## src/rtl/gb_alu_serial.sv

```systemverilog
// Multi-cycle Game Boy ALU. Carry-chain ops run LSB-first one slice per cycle;
// every other op completes in a single EXEC cycle. Valid/ready on both sides.
module gb_alu_serial #(
  parameter int unsigned DATA_W  = 8,
  parameter int unsigned SLICE_W = 4
) (
  input  logic                      clk,
  input  logic                      rst,
  input  logic                      in_valid,
  output logic                      in_ready,
  input  logic [4:0]                op,
  input  logic [DATA_W-1:0]         a,
  input  logic [DATA_W-1:0]         b,
  input  logic [$clog2(DATA_W)-1:0] bit_idx,
  input  logic [3:0]                flags_in,
  output logic                      out_valid,
  input  logic                      out_ready,
  output logic [DATA_W-1:0]         result,
  output logic [3:0]                flags_out
);

  localparam int unsigned NSLICE  = DATA_W / SLICE_W;
  localparam int unsigned CNT_W   = $clog2(NSLICE);
  localparam int unsigned IDX_W   = $clog2(DATA_W);
  localparam int unsigned H_SLICE = ((DATA_W == 8) ? 4 : 12) / SLICE_W - 1;
  localparam logic [CNT_W-1:0] LAST_CNT = CNT_W'(NSLICE - 1);
  localparam logic [CNT_W-1:0] H_CNT    = CNT_W'(H_SLICE);

  // Codes 0..7 are the slice (carry-chain / bitwise) ops; 26..28 are unassigned.
  typedef enum logic [4:0] {
    OpAdd  = 5'd0,  OpAdc  = 5'd1,  OpSub  = 5'd2,  OpSbc   = 5'd3,
    OpAnd  = 5'd4,  OpXor  = 5'd5,  OpOr   = 5'd6,  OpCp    = 5'd7,
    OpRlc  = 5'd8,  OpRrc  = 5'd9,  OpRl   = 5'd10, OpRr    = 5'd11,
    OpSla  = 5'd12, OpSra  = 5'd13, OpSrl  = 5'd14, OpSwap  = 5'd15,
    OpRlca = 5'd16, OpRrca = 5'd17, OpRla  = 5'd18, OpRra   = 5'd19,
    OpDaa  = 5'd20, OpCpl  = 5'd21, OpScf  = 5'd22, OpCcf   = 5'd23,
    OpPass = 5'd24, OpSpAdj = 5'd25, OpBit = 5'd29, OpRes   = 5'd30,
    OpSet  = 5'd31
  } alu_op_t;

  typedef enum logic [1:0] {StIdle, StExec, StDone} state_e;

  state_e              state_q, state_d;
  alu_op_t             op_q, op_d;
  logic [DATA_W-1:0]   a_q, a_d, b_q, b_d, acc_q, acc_d, res_q, res_d;
  logic [IDX_W-1:0]    idx_q, idx_d;
  logic [3:0]          fl_q, fl_d, flo_q, flo_d;
  logic [CNT_W-1:0]    cnt_q, cnt_d;
  logic                cy_q, cy_d, h_q, h_d;

  logic                is_slice;
  logic [SLICE_W:0]    add_s, sub_s;
  logic [SLICE_W-1:0]  slice_r;
  logic                slice_co, slice_z;
  logic [DATA_W-1:0]   acc_nxt;
  logic [3:0]          slice_flg;

  logic [DATA_W-1:0]   one_res, rot_res, sp_sum, bmask;
  logic [3:0]          one_flg;
  logic                rot_c, daa_c;
  logic [7:0]          daa_lo;
  logic [4:0]          sp_lo4;
  logic [8:0]          sp_lo8;

  assign is_slice  = (op_q[4:3] == 2'b00);
  assign in_ready  = (state_q == StIdle);
  assign out_valid = (state_q == StDone);
  assign result    = res_q;
  assign flags_out = flo_q;

  // One slice of the carry chain; the operands rotate/shift right under it.
  always_comb begin
    add_s = {1'b0, a_q[SLICE_W-1:0]} + {1'b0, b_q[SLICE_W-1:0]} + {{SLICE_W{1'b0}}, cy_q};
    sub_s = {1'b0, a_q[SLICE_W-1:0]} - {1'b0, b_q[SLICE_W-1:0]} - {{SLICE_W{1'b0}}, cy_q};
    slice_r  = a_q[SLICE_W-1:0];
    slice_co = 1'b0;
    case (op_q)
      OpAdd, OpAdc: begin
        slice_r  = add_s[SLICE_W-1:0];
        slice_co = add_s[SLICE_W];
      end
      OpSub, OpSbc, OpCp: begin
        slice_r  = sub_s[SLICE_W-1:0];
        slice_co = sub_s[SLICE_W];
      end
      OpAnd:   slice_r = a_q[SLICE_W-1:0] & b_q[SLICE_W-1:0];
      OpXor:   slice_r = a_q[SLICE_W-1:0] ^ b_q[SLICE_W-1:0];
      OpOr:    slice_r = a_q[SLICE_W-1:0] | b_q[SLICE_W-1:0];
      default: ;
    endcase
    acc_nxt = {slice_r, acc_q[DATA_W-1:SLICE_W]};
    slice_z = (acc_nxt == '0);
    case (op_q)
      OpAdd, OpAdc:      slice_flg = {slice_z, 1'b0, h_q, slice_co};
      OpSub, OpSbc, OpCp: slice_flg = {slice_z, 1'b1, h_q, slice_co};
      OpAnd:             slice_flg = {slice_z, 3'b010};
      default:           slice_flg = {slice_z, 3'b000};
    endcase
  end

  // Single-cycle ops.
  always_comb begin
    rot_res = a_q;
    rot_c   = 1'b0;
    case (op_q)
      OpRlc, OpRlca: begin
        rot_res = {a_q[DATA_W-2:0], a_q[DATA_W-1]};
        rot_c   = a_q[DATA_W-1];
      end
      OpRrc, OpRrca: begin
        rot_res = {a_q[0], a_q[DATA_W-1:1]};
        rot_c   = a_q[0];
      end
      OpRl, OpRla: begin
        rot_res = {a_q[DATA_W-2:0], fl_q[0]};
        rot_c   = a_q[DATA_W-1];
      end
      OpRr, OpRra: begin
        rot_res = {fl_q[0], a_q[DATA_W-1:1]};
        rot_c   = a_q[0];
      end
      OpSla: begin
        rot_res = {a_q[DATA_W-2:0], 1'b0};
        rot_c   = a_q[DATA_W-1];
      end
      OpSra: begin
        rot_res = {a_q[DATA_W-1], a_q[DATA_W-1:1]};
        rot_c   = a_q[0];
      end
      OpSrl: begin
        rot_res = {1'b0, a_q[DATA_W-1:1]};
        rot_c   = a_q[0];
      end
      default: ;
    endcase

    // DAA decisions use the unadjusted byte, as on the original part.
    daa_lo = a_q[7:0];
    daa_c  = fl_q[0];
    if (!fl_q[2]) begin
      if (fl_q[0] || (a_q[7:0] > 8'h99)) begin
        daa_lo = daa_lo + 8'h60;
        daa_c  = 1'b1;
      end
      if (fl_q[1] || (a_q[3:0] > 4'h9)) daa_lo = daa_lo + 8'h06;
    end else begin
      if (fl_q[0]) daa_lo = daa_lo - 8'h60;
      if (fl_q[1]) daa_lo = daa_lo - 8'h06;
    end

    sp_sum = a_q + DATA_W'($signed(b_q[7:0]));
    sp_lo4 = {1'b0, a_q[3:0]} + {1'b0, b_q[3:0]};
    sp_lo8 = {1'b0, a_q[7:0]} + {1'b0, b_q[7:0]};
    bmask  = DATA_W'(1) << idx_q;

    one_res = a_q;
    one_flg = fl_q;
    case (op_q)
      OpRlc, OpRrc, OpRl, OpRr, OpSla, OpSra, OpSrl: begin
        one_res = rot_res;
        one_flg = {(rot_res == '0), 2'b00, rot_c};
      end
      OpRlca, OpRrca, OpRla, OpRra: begin
        one_res = rot_res;
        one_flg = {3'b000, rot_c};
      end
      OpSwap: begin
        one_res = {a_q[DATA_W/2-1:0], a_q[DATA_W-1:DATA_W/2]};
        one_flg = {(a_q == '0), 3'b000};
      end
      OpDaa: begin
        one_res[7:0] = daa_lo;
        one_flg      = {(daa_lo == 8'h00), fl_q[2], 1'b0, daa_c};
      end
      OpCpl: begin
        one_res = ~a_q;
        one_flg = {fl_q[3], 2'b11, fl_q[0]};
      end
      OpScf:   one_flg = {fl_q[3], 3'b001};
      OpCcf:   one_flg = {fl_q[3], 2'b00, ~fl_q[0]};
      OpPass:  one_res = b_q;
      OpSpAdj: begin
        one_res = sp_sum;
        one_flg = {2'b00, sp_lo4[4], sp_lo8[8]};
      end
      OpBit:   one_flg = {~a_q[idx_q], 2'b01, fl_q[0]};
      OpRes:   one_res = a_q & ~bmask;
      OpSet:   one_res = a_q | bmask;
      default: ;
    endcase
  end

  always_comb begin
    state_d = state_q;
    op_d    = op_q;
    a_d     = a_q;
    b_d     = b_q;
    idx_d   = idx_q;
    fl_d    = fl_q;
    cnt_d   = cnt_q;
    cy_d    = cy_q;
    h_d     = h_q;
    acc_d   = acc_q;
    res_d   = res_q;
    flo_d   = flo_q;
    case (state_q)
      StIdle: begin
        if (in_valid) begin
          op_d    = alu_op_t'(op);
          a_d     = a;
          b_d     = b;
          idx_d   = bit_idx;
          fl_d    = flags_in;
          cy_d    = ((op == 5'd1) || (op == 5'd3)) ? flags_in[0] : 1'b0;
          cnt_d   = '0;
          h_d     = 1'b0;
          state_d = StExec;
        end
      end
      StExec: begin
        if (is_slice) begin
          // After NSLICE rotations a_q is back to the original operand (CP result).
          a_d   = {a_q[SLICE_W-1:0], a_q[DATA_W-1:SLICE_W]};
          b_d   = b_q >> SLICE_W;
          acc_d = acc_nxt;
          cy_d  = slice_co;
          cnt_d = cnt_q + 1'b1;
          if (cnt_q == H_CNT) h_d = slice_co;
          if (cnt_q == LAST_CNT) begin
            res_d   = (op_q == OpCp) ? a_d : acc_nxt;
            flo_d   = slice_flg;
            state_d = StDone;
          end
        end else begin
          res_d   = one_res;
          flo_d   = one_flg;
          state_d = StDone;
        end
      end
      StDone: if (out_ready) state_d = StIdle;
      default: state_d = StIdle;
    endcase
  end

  always_ff @(posedge clk or posedge rst) begin
    if (rst) begin
      state_q <= StIdle;
      op_q    <= OpAdd;
      a_q     <= '0;
      b_q     <= '0;
      idx_q   <= '0;
      fl_q    <= '0;
      cnt_q   <= '0;
      cy_q    <= 1'b0;
      h_q     <= 1'b0;
      acc_q   <= '0;
      res_q   <= '0;
      flo_q   <= '0;
    end else begin
      state_q <= state_d;
      op_q    <= op_d;
      a_q     <= a_d;
      b_q     <= b_d;
      idx_q   <= idx_d;
      fl_q    <= fl_d;
      cnt_q   <= cnt_d;
      cy_q    <= cy_d;
      h_q     <= h_d;
      acc_q   <= acc_d;
      res_q   <= res_d;
      flo_q   <= flo_d;
    end
  end

endmodule

```

## config.mk

```make
export PLATFORM = sky130hd
export DESIGN_NAME = gb_alu_serial
export DESIGN_NICKNAME = d
export VERILOG_FILES = /design/src/rtl/gb_alu_serial.sv
export SDC_FILE = /design/constraint.sdc
export NUM_CORES = 1
export LEC_CHECK = 0
export BUFFER_PORTS_ARGS = -buffer_cell sky130_fd_sc_hd__buf_4
export CORE_MARGIN = 3
export CORE_UTILIZATION = 61
export DETAILED_ROUTE_END_ITERATION = 6
export HOLD_SLACK_MARGIN = 0.08
export PLACE_DENSITY = 0.83
export REMOVE_ABC_BUFFERS = 1
export SETUP_SLACK_MARGIN = 0.15
export SYNTH_ARGS = -nofsm -noshare
export SYNTH_HDL_FRONTEND = slang
export SYNTH_SLANG_ARGS = --single-unit
```

## constraint.sdc

```tcl
create_clock -name clk -period 3.4 [get_ports clk]
set_clock_uncertainty 0.1 [all_clocks]
set_input_delay 0.51 -clock clk [delete_from_list [all_inputs] [get_ports clk]]
set_output_delay 0.51 -clock clk [all_outputs]
set_load 0.05 [all_outputs]
```

==> results.cfg <==
[yosys]
yosys_warnings = 0
synth_top_cells_by_count = nand2_1 (113), o21ai_0 (54), dfrtp_1 (49)
synth_ff_type = dfrtp_1
synth.most_common_cell = nand2_1
syn_avg_cell_area_sq_um = 7.59
synth_cell_types = 75
synth.area.top_cells = dfrtp_1 (26%), nand2_1 (8.9%), ha_1 (6.3%), o21ai_0 (5.7%), nor2_1 (3.8%)
synth-edff-count = 0
async_reset_ff_frac = 1.00
yosysTopAreaCellShare = 0.257
syn_area_sq_mm = 0.00478
synthCells = 629
yosysSeqAreaShare = 0.257
synth_area_leader_cell = dfrtp_1
yosys_register_bits = 49

[min_path]
holdPathStages = 2
min_path_type = input port to flip-flop

[critical_path]
crit_chain = nor2b_1, a21oi_2, nor2_1, a221oi_1, o211ai_1, a2111oi_1, o21ai_0
cp-end-kind = flip-flop
cp_slowest_stage_delay_ns = 0.84
worstRegToRegCells = 7
cp-start-kind = flip-flop
critPathMaxFanout = 20
required_ns = 3.47
worstPathArrival_ns = 3.17
slowest_stage = dfrtp_1
criticalPathCategory = flip-flop to flip-flop

[placed_design]
routabilityCongestion = 1.12
io_buffers = 45
dp_hpwl_um = 12700

[floorplanning]
initial_core_util = 0.645
dieArea_sq_mm = 0.00893
rows = 31
io_pins = 46
die_w_um = 94.5
coreArea_sq_mm = 0.00741
die_h_um = 94.5

[routing]
finalWirelength_um = 17200
vias = 5338
drtIter0Drc = 1220
drtAntennaViolNets = 0
wl_per_cell_um = 22.7
firstDrtPassIters = 7
viasPerCell = 7.02
drcViolationCount = 15

[sta]
finalSetupTns_ns = 0
min_period_over_period = 0.913
period_minus_slack_ns = 3.10
slew_viol_final = 0
max_freq_mhz = 322
slew_headroom = 0.299
finalSetupViolations = 0
final_hold_viol_count = 0
grt_setup_unrepaired = no
worst_slew_pin_slew_ns = 1.05

[clock_tree]
postCtsSetupRepairBufs = 0
root_buffer = clkbuf_8
numCtsBuffers = 5
path_clk_slew_ns = 0.10
insertion_delay_ns = 0.32
cts_sinks = 49
cts_buffer_depth = 2
cts_tree = built
cts.htree.levels = 2

[grt]
grt_pass1_vias = 4830
grt_max_degree = 50
antenna_found_initial = 0
grt_use_total = 0.396
overflow = 0
grt_pass1_wl_um = 27000

[job]
maxCapViolCount = 0

[layout]
finalNetCount = 719
antennaDiodeCount = 0
multi_input_area_sq_mm = 0.00322
drive_gt1_frac = 0.147
seqCellArea_sq_mm = 0.00123
nFillCells = 607
syn2layout_area_growth_pct = 11.0

[outcome]
violations = DRC
outcome = finished, violations left
## area by class of cell
cell class	count	share of cell area
Inverter	24	0.0170
Sequential cell	49	0.231
Timing Repair Buffer	74	0.105
Multi-Input combinational cell	506	0.607
Tap cell	99	0.0234
Clock buffer	6	0.0137
Clock inverter	2	0.00260
## timing repair
action	in CTS	in global routing
resized for setup	0	1
hold buffers	0	0
endpoints found under the setup margin	0	1
## state kept, by name (all words and copies together) (netlist names)
register and count:
a_q 8, b_q 8, result 8, op_q 5, acc_q 4, fl_q 4
flags_out 4, idx_q 3, state_q 2, cnt_q 1, cy_q 1, h_q 1
## routing by layer
layer  global-route usage  vias up  wire length (um)
met1                0.548     2374              6420
met3                0.118      130              2590
met5                    0        -                 0
met2                0.576      494              7080
met4                0.165        0              1160
li1                     -     2340                 -
## metrics by stage
| stage | utilization | area, sq um | setup slack, ns | hold slack [ns] | instances |
|---|---|---|---|---|---|
| after global routing | 0.716 | 5300 | 0.198 | 0.282 | 760 |
| after floorplan | - | 4540 | 0.625 | 0.369 | 579 |
| after detailed placement | 0.704 | 5220 | 0.284 | 0.373 | 752 |
| final | 0.716 | 5300 | 0.297 | 0.272 | 760 |
| after CTS | 0.716 | 5300 | 0.261 | 0.277 | 760 |
| after global placement | 0.704 | 5220 | 0.309 | 0.364 | 752 |
## placed cells by master, fill, tap and decap left out, types with 4 or more instances in the layout
master     instances
nor3b_1            4
and3_1             5
ha_1              24
dfrtp_1           49
nor2b_1           10
xnor2_1           12
or3_1              8
nor4_1             5
clkbuf_8           5
nor3_1            12
a211oi_1           9
nand3_1           19
a22o_1             5
nand4_1            6
mux2i_1            5
o21ai_0           53
xor2_1             6
a31oi_1           17
inv_1             21
o2111ai_1          7
nand2b_1          13
a21o_1             5
a22oi_1            5
a221oi_1          12
o211ai_1           8
buf_4             74
nor2_1            48
nand2_1          113
a21oi_1           30
## kinds of logic (layout without fill, tap and decap cells)
| family | count (synthesis) | count (layout) | synth area share |
|---|---|---|---|
| AO/OA/AOI/OAI | 191 | 191 | 0.274 |
| XOR/XNOR | 19 | 19 | 0.0377 |
| buffers and inverters | 74 | 106 | 0.0692 |
| adder cells (fa/ha/maj) | 27 | 27 | 0.0755 |
| flip-flops | 49 | 49 | 0.257 |
| AND/OR/NAND/NOR | 259 | 259 | 0.258 |
| multiplexers | 10 | 10 | 0.0293 |
## worst paths after layout
check,from,endpoint,slack [ns]
min,out_ready,state_q[1]$_DFFE_PP0P_,0.27
min in group asynchronous,rst,fl_q[0]$_DFFE_PP0P_,0.35
max,op_q[4]$_DFFE_PP0P_,result[4]$_DFFE_PP0P_,0.30
min reg2reg,result[3]$_DFFE_PP0P_,result[3]$_DFFE_PP0P_,0.39
max reg2reg,op_q[4]$_DFFE_PP0P_,result[4]$_DFFE_PP0P_,0.30
max in group asynchronous,rst,b_q[5]$_DFFE_PP0P_,2.20
## critical path: cells and delay by family, from the launching register on
kind / cells / cell delay (ns)
and+or+nand+nor: 2 / 0.46
DFF: 1 / 0.84
AOI/OAI and AO/OA: 5 / 1.54
Power is not shown: default switching activity piles up to over one toggle a cycle in this logic, so the estimate is an artifact.
